==> src/rtl/fpdiv_post.sv <==
`default_nettype none
// ============================================================================
//  Module   : fpdiv_post
//  Purpose  : Single-precision divider completion stage: numerator x reciprocal,
//             normalise, round, IEEE special cases, in-flight counter.
//  Revision : 1.0
// ============================================================================
module fpdiv_post #(
   parameter int RLAT = 6
) (
   input  logic        clk_i,
   input  logic        rst_ni,
   input  logic        in_valid_i,
   input  logic [31:0] numer_i,
   input  logic [31:0] denom_i,
   input  logic [31:0] recip_i,
   output logic        out_valid_o,
   output logic [31:0] quot_o,
   output logic        nv_o,
   output logic        dz_o,
   output logic [3:0]  inflight_o
);

   localparam int          DLW    = 37;
   localparam logic [31:0] C_QNAN = 32'h7FC0_0000;

   typedef enum logic [2:0] {
      SP_NONE   = 3'd0,
      SP_NAN    = 3'd1,
      SP_INF_DZ = 3'd2,
      SP_INF    = 3'd3,
      SP_ZERO   = 3'd4
   } special_e;

   // Delay-line entry: {valid, numer, denom sign, denom zero/inf/nan}
   logic [DLW-1:0] dl_q [RLAT];
   logic [DLW-1:0] dl_d;

   always_comb begin : p_dl_in
      dl_d = {in_valid_i, numer_i, denom_i[31],
              denom_i[30:23] == 8'h00,
              (denom_i[30:23] == 8'hFF) && (denom_i[22:0] == 23'd0),
              (denom_i[30:23] == 8'hFF) && (denom_i[22:0] != 23'd0)};
   end

   always_ff @(posedge clk_i or negedge rst_ni) begin : p_dl
      if (!rst_ni) begin
         for (int k = 0; k < RLAT; k++) dl_q[k] <= '0;
      end else begin
         dl_q[0] <= dl_d;
         for (int k = 1; k < RLAT; k++) dl_q[k] <= dl_q[k-1];
      end
   end

   logic        t_valid, t_sd, t_dzero, t_dinf, t_dnan;
   logic [31:0] t_numer;
   assign {t_valid, t_numer, t_sd, t_dzero, t_dinf, t_dnan} = dl_q[RLAT-1];

   logic              n_zero, n_inf, n_nan;
   logic [47:0]       p_d, p_q;
   logic signed [9:0] e_d, e_q;
   special_e          spec_d, spec_q;
   logic              m_valid_q, s_q;

   always_comb begin : p_stage_m
      n_zero = t_numer[30:23] == 8'h00;
      n_inf  = (t_numer[30:23] == 8'hFF) && (t_numer[22:0] == 23'd0);
      n_nan  = (t_numer[30:23] == 8'hFF) && (t_numer[22:0] != 23'd0);
      p_d    = 48'({1'b1, t_numer[22:0]}) * 48'({1'b1, recip_i[22:0]});
      e_d    = 10'(t_numer[30:23]) + 10'(recip_i[30:23]) - 10'd127;
      spec_d = SP_NONE;
      if (n_nan || t_dnan)                             spec_d = SP_NAN;
      else if ((n_zero && t_dzero) || (n_inf && t_dinf)) spec_d = SP_NAN;
      else if (t_dzero)                                spec_d = n_inf ? SP_INF : SP_INF_DZ;
      else if (n_inf)                                  spec_d = SP_INF;
      else if (t_dinf || n_zero)                       spec_d = SP_ZERO;
   end

   always_ff @(posedge clk_i or negedge rst_ni) begin : p_m_reg
      if (!rst_ni) begin
         m_valid_q <= 1'b0;
         p_q       <= '0;
         e_q       <= '0;
         s_q       <= 1'b0;
         spec_q    <= SP_NONE;
      end else begin
         m_valid_q <= t_valid;
         p_q       <= p_d;
         e_q       <= e_d;
         s_q       <= t_numer[31] ^ t_sd;
         spec_q    <= spec_d;
      end
   end

   logic [22:0]       n_mant;
   logic              n_rb;
   logic [23:0]       n_rnd;
   logic signed [9:0] n_e1, n_e2;
   logic [31:0]       quot_d, quot_q;
   logic              nv_d, nv_q, dz_d, dz_q, out_valid_q;
   logic [3:0]        inflight_d, inflight_q;

   always_comb begin : p_stage_n
      if (p_q[47]) begin
         n_mant = p_q[46:24];
         n_rb   = p_q[23];
         n_e1   = e_q + 10'sd1;
      end else begin
         n_mant = p_q[45:23];
         n_rb   = p_q[22];
         n_e1   = e_q;
      end
      // A rounding carry leaves n_rnd[22:0] zero, i.e. mantissa 1.0
      n_rnd  = {1'b0, n_mant} + {23'd0, n_rb};
      n_e2   = n_rnd[23] ? n_e1 + 10'sd1 : n_e1;
      quot_d = '0;
      nv_d   = 1'b0;
      dz_d   = 1'b0;
      if (m_valid_q) begin
         unique case (spec_q)
            SP_NAN:    begin quot_d = C_QNAN; nv_d = 1'b1; end
            SP_INF_DZ: begin quot_d = {s_q, 8'hFF, 23'd0}; dz_d = 1'b1; end
            SP_INF:    quot_d = {s_q, 8'hFF, 23'd0};
            SP_ZERO:   quot_d = {s_q, 31'd0};
            default: begin
               if (n_e2 >= 10'sd255)    quot_d = {s_q, 8'hFF, 23'd0};
               else if (n_e2 <= 10'sd0) quot_d = {s_q, 31'd0};
               else                     quot_d = {s_q, n_e2[7:0], n_rnd[22:0]};
            end
         endcase
      end
   end

   always_comb begin : p_inflight
      inflight_d = inflight_q;
      case ({in_valid_i, out_valid_q})
         2'b10:   inflight_d = inflight_q + 4'd1;
         2'b01:   inflight_d = inflight_q - 4'd1;
         default: inflight_d = inflight_q;
      endcase
   end

   always_ff @(posedge clk_i or negedge rst_ni) begin : p_out_reg
      if (!rst_ni) begin
         out_valid_q <= 1'b0;
         quot_q      <= '0;
         nv_q        <= 1'b0;
         dz_q        <= 1'b0;
         inflight_q  <= '0;
      end else begin
         out_valid_q <= m_valid_q;
         quot_q      <= quot_d;
         nv_q        <= nv_d;
         dz_q        <= dz_d;
         inflight_q  <= inflight_d;
      end
   end

   // Reciprocal sign and sub-round product bits carry no information here
   logic unused_bits;
   assign unused_bits = ^{recip_i[31], p_q[21:0]};

   assign out_valid_o = out_valid_q;
   assign quot_o      = quot_q;
   assign nv_o        = nv_q;
   assign dz_o        = dz_q;
   assign inflight_o  = inflight_q;

endmodule
`default_nettype wire

==> config.mk <==
export PLATFORM = sky130hd
export DESIGN_NAME = fpdiv_post
export DESIGN_NICKNAME = d
export VERILOG_FILES = /design/src/rtl/fpdiv_post.sv
export SDC_FILE = /design/constraint.sdc
export NUM_CORES = 2
export LEC_CHECK = 0
export ABC_AREA = 1
export BUFFER_PORTS_ARGS = -buffer_cell sky130_fd_sc_hd__buf_2
export CORE_UTILIZATION = 50
export DETAILED_ROUTE_END_ITERATION = 8
export PLACE_DENSITY = 0.79
export REMOVE_ABC_BUFFERS = 1
export SYNTH_ARGS = -nofsm -noshare
export SYNTH_HDL_FRONTEND = slang
export SYNTH_SLANG_ARGS = --single-unit
export TNS_END_PERCENT = 5
==> constraint.sdc <==
create_clock -name clk_i -period 8.7 [get_ports clk_i]
set_input_delay 0.435 -clock clk_i [delete_from_list [all_inputs] [get_ports clk_i]]
set_output_delay 0.435 -clock clk_i [all_outputs]
set_load 0.01 [all_outputs]
# == Word-level counts from Yosys, hierarchy flattened ==
# Cells that the tools add are included.
# op_classes
multipliers,1
addsub,7
n_reduce_logical,17
n_lt_le_gt_ge,2
muxes,19
n_bitwise,1
eq_ne,8
# ops
op,n
$pmux 32 s3,1
$mux 31,2
$mul 24x24->48,1
$logic_not 23->1,2
$reduce_bool 23->1,2
$mux 32,1
$add 23x1->24,1
$mux 23,1
$add 10x2->10 const B,2
$mux 10,2
$eq 8x8->1 const B,2
$logic_not 8->1,2
$mux 3,5
$ge 10x9->1 const B,1
$le 10x1->1 const B,1
$sub 9x7->10 const B,1
$add 8x8->9,1
$pmux 4 s2,1
$eq 3x2->1 const B,2
$logic_and 1x1->1,6
$mux 1,6
$add 4x1->4 const B,1
$sub 4x1->4 const B,1
$eq 3x1->1 const B,1
other kinds (7),9
# word_totals
out_inout_bits,39
register_bits,324
word_cells,71
inputBits,99

# == Logic depth before layout (Yosys ltp) ==
# depth
word_depth,9
ltp_mapped,30

# == Worst setup path after synthesis ==
# OpenSTA, ideal clock, no wires.
# synth_timing
path_type,register to register
start,register dl_q[17] (netlist name)
end,register p_q[34]
setup_slack_ns,2.637
setup_time_ns,0.131
t_arrival_ns,5.933
stages_incl_launch_ff,26
path_cell_list,dfrtp_1 clkbuf_1 nand2_1 fa_1 inv_1 fa_1 inv_1 fa_1 inv_1 fa_1 inv_1 fa_1 inv_1 fa_1 inv_1 fa_1 inv_1 ha_1 nand2_1 o21ai_0 a21oi_1 nor2_1 nor2_1 a21boi_0 o21ai_0 xor2_1
# synth_between
elab_chain_cells,1
# synth_rtl
item,line,text
from (decl),36,logic [DLW-1:0] dl_q [RLAT];
$mul 24x24->48,69,"p_d = 48'({1'b1, t_numer[22:0]}) * 48'({1'b1, recip_i[22:0]});"
net p_d[34],60,"logic [47:0] p_d, p_q;"
to (signal assigned),88,p_q <= p_d;
to (decl),60,
# The timed path passes the listed nets, and every way through them passes these cells.
# A chain may end at the register's enable or synchronous reset.

# == Worst setup path after layout ==
# layout_timing
start,register dl_q[19] (netlist name)
end,register p_q[34]
# Same word-level chain as after synthesis.

==> run metrics <==
status=finished clean; Ys Warns=0; final setup vio count=0; drt drc=0; GP Congestion=0.920; core area=58900 µm²; DR vias=21211; Final Hold Vio Count=0; clk slew on worst S/H paths=0.06 ns; Seq/Total Area, Yosys=25.4%; relative slew slack=22.6%; Slew @ Worst Pin=1.16 ns; Yosys cell types=47; Layout Utilization=55.2%; synthesized flop and latch total=302; Clock Latency Late Sink=0.53 ns; CTS Buf Count=28; Setup Fix Bufs, Post-CTS=0; Cell Area, Synth=29800 µm²; async set-reset flop share out of synthesis=100%; Clock Tree Buf Depth=3; Worst Hold Depth=1; placed cell areas=31200 µm²; fmax=139 MHz; maximum fanout along the worst path=16; Top FF cell, synth=dfrtp_1; CP endpoint kind=register; PostCTS Resize Cnt=0; CTS tree=built; die area=60600 µm²; starting density of the core=50.6%; largest net degree at the start of global routing=196; DRT antenna net count=0; Die Wd=246 µm; initial antenna violation count=1; CTS root buffer=clkbuf_16; Worst Hold End=dl_q[221]$_DFF_PN0_; RSZ-0062 raised after global routing=no; setup TNS=0 ns; cells after synthesis=3411; nets@finish=4299; Worst EP arrival=7.60 ns; worst min path class=primary input to register; Post-synth EDFFs=0; WS Path Type=register to register; GRT Total Usage=22.8%; hold_buf cts=30; metal2 WL=32.7 mm; depth of the most critical reg-to-reg path=20; critical path's largest stage delay=1.05 ns; Vias/cell=4.91; WL per Instance=15.2 µm; IO Pins=138; fin. max-slew vios=0; IO Port Bufs=136; Reg2Reg Setup Slack=1.52 ns; fin crit share=82.5%; Met1 Wirelength=26.2 mm; Syn Area/Cell=8.74 µm²; RR Startpoint=dl_q[19]$_DFF_PN0_; CTS H-tree depth=1; fin crit period=7.18 ns; area grow syn2layout=9.03%; half-perimeter wire length after placement=52.4 mm; TritonRoute pass-1 iters=5; share of layout cells above drive strength 1=7.41%; crit-path cells=nand2_1, fa_1, fa_1, inv_1, fa_1, fa_1, fa_1, fa_1, inv_1, fa_1, inv_1, ha_1, a21oi_1, inv_1, a31oi_1, o21ai_0, nor2_1, a21boi_0, o21ai_0, xor2_1; final instance area=32500 µm²; most frequent CP cell=fa_1; total grt overflow=0; DR iter-0 viols=1189; first-pass GRT wire length=110 mm; Critical Path Source Type=register; HP Start=in_valid_i; met3 wire len=5.16 mm; # rows=89; Num Clock Sinks=302; reg-to-reg critical path endpoint=p_q[34]$_DFF_PN0_; WP data required=9.12 ns; Final Skew=0.0212 ns; routed wire length=65.7 mm; vias in the first global route=22601; max cap viols=0; DR top layer=met4; slowest stage cell, crit path=dfrtp_1; Die H=246 µm
## worst max-delay path: cells and delay by family (launching register included)
kind | cells | cell delay [ns]
AO/OA/AOI/OAI | 5 | 1.30
XOR/XNOR | 1 | 0.24
adder cells (fa/ha/maj) | 8 | 3.95
buffers and inverters | 4 | 0.22
flip-flops | 1 | 1.05
AND/OR/NAND/NOR | 2 | 0.30
## how the worst max path moves through the flow
stage	from	end	slack, ns	cells after the start
floorplan	dl_q[17]$_DFF_PN0_	p_q[34]$_DFF_PN0_	2.62	24
global placement	dl_q[6]$_DFF_PN0_	p_q[34]$_DFF_PN0_	1.59	20
detailed placement	dl_q[19]$_DFF_PN0_	p_q[47]$_DFF_PN0_	1.62	24
CTS	dl_q[19]$_DFF_PN0_	p_q[47]$_DFF_PN0_	1.57	24
global route	dl_q[19]$_DFF_PN0_	p_q[34]$_DFF_PN0_	1.23	20
finish	dl_q[19]$_DFF_PN0_	p_q[34]$_DFF_PN0_	1.52	20
## state kept, by name, summed over array words and instances (netlist names)
name         cells
dz_o             1
s_q              1
e_q             10
quot_o          32
nv_o             1
spec_q           3
m_valid_q        1
dl_q           222
inflight_o       4
out_valid_o      1
p_q             26
## layout by cell type, fill, tap and decap left out, drive strengths merged, types with 31 or more instances in the layout
cell,netlist,final
a21oi,68,68
nor2,137,137
dfrtp,302,302
nand3,49,49
fa,483,483
inv,1031,1032
xor2,37,37
dlygate4sd3,0,31
o21ai,57,57
buf,10,164
nand2,803,803
clkbuf,100,40
nor3,39,39
ha,191,191
## cell usage after synthesis, types with 3 or more instances
library cell	instances	area, µm²
inv_1	1023	3840
nand2_1	797	2990
fa_1	483	9670
dfrtp_1	302	7560
ha_1	191	2390
nor2_1	128	480
clkbuf_1	100	375
a21oi_1	68	340
o21ai_0	49	245
nand3_1	46	230
xor2_1	37	324
nor3_2	20	200
nor3_1	19	95.1
a31oi_1	17	106
xnor2_1	17	149
nor4_1	16	100
nand4_1	12	75.1
o21bai_1	9	67.6
inv_2	8	30.0
o21a_1	6	45.0
nand2_2	5	31.3
nor2_2	5	31.3
o21ai_1	5	25.0
buf_4	4	30.0
nor2_4	4	45.0
a211oi_1	3	22.5
a21o_1	3	22.5
nand3_2	3	30.0
nand3b_1	3	22.5
o21ai_2	3	26.3
## final cells by class
| type | count | area [µm²] |
|---|---|---|
| fill | 5138 | 26400 |
| multi-input combinational | 1966 | 17900 |
| sequential | 302 | 7560 |
| inverter | 1033 | 3880 |
| timing repair buffer | 195 | 1220 |
| tap | 773 | 967 |
| clock buffer | 40 | 827 |
| clock inverter | 12 | 139 |
| antenna | 1 | 2.50 |
## layer usage
metal / GRT usage (%) / vias up
li1: - / 9929
met1: 29.1 / 10427
met2: 39.7 / 742
met3: 4.01 / 113
met4: 6.38 / 0
met5: 0 / -
## cells by family (layout without fill, tap and decap cells)
group                    count (synthesis)  in the layout  synth area share [%]
flip-flops                             302            302                  25.4
XOR/XNOR                                54             54                  1.59
adder cells (fa/ha/maj)                674            674                  40.5
other                                    0              1                     0
buffers and inverters                 1143           1280                  14.6
AND/OR/NAND/NOR                       1065           1065                  14.7
AO/OA/AOI/OAI                          173            173                  3.31
## per-stage QoR
step | instances | worst slack [ns] | hold WS, ns
2_1_floorplan | 3301 | 2.62 | 0.139
6_report | 4322 | 1.52 | 0.0197
3_5_place_dp | 4238 | 1.62 | 0.335
4_1_cts | 4320 | 1.57 | 0.000745
3_3_place_gp | 4238 | 1.59 | 0.331
5_1_grt | 4322 | 1.23 | 0.00285
Power is not shown: default switching activity piles up to over one toggle a cycle in this logic, so the estimate is an artifact.
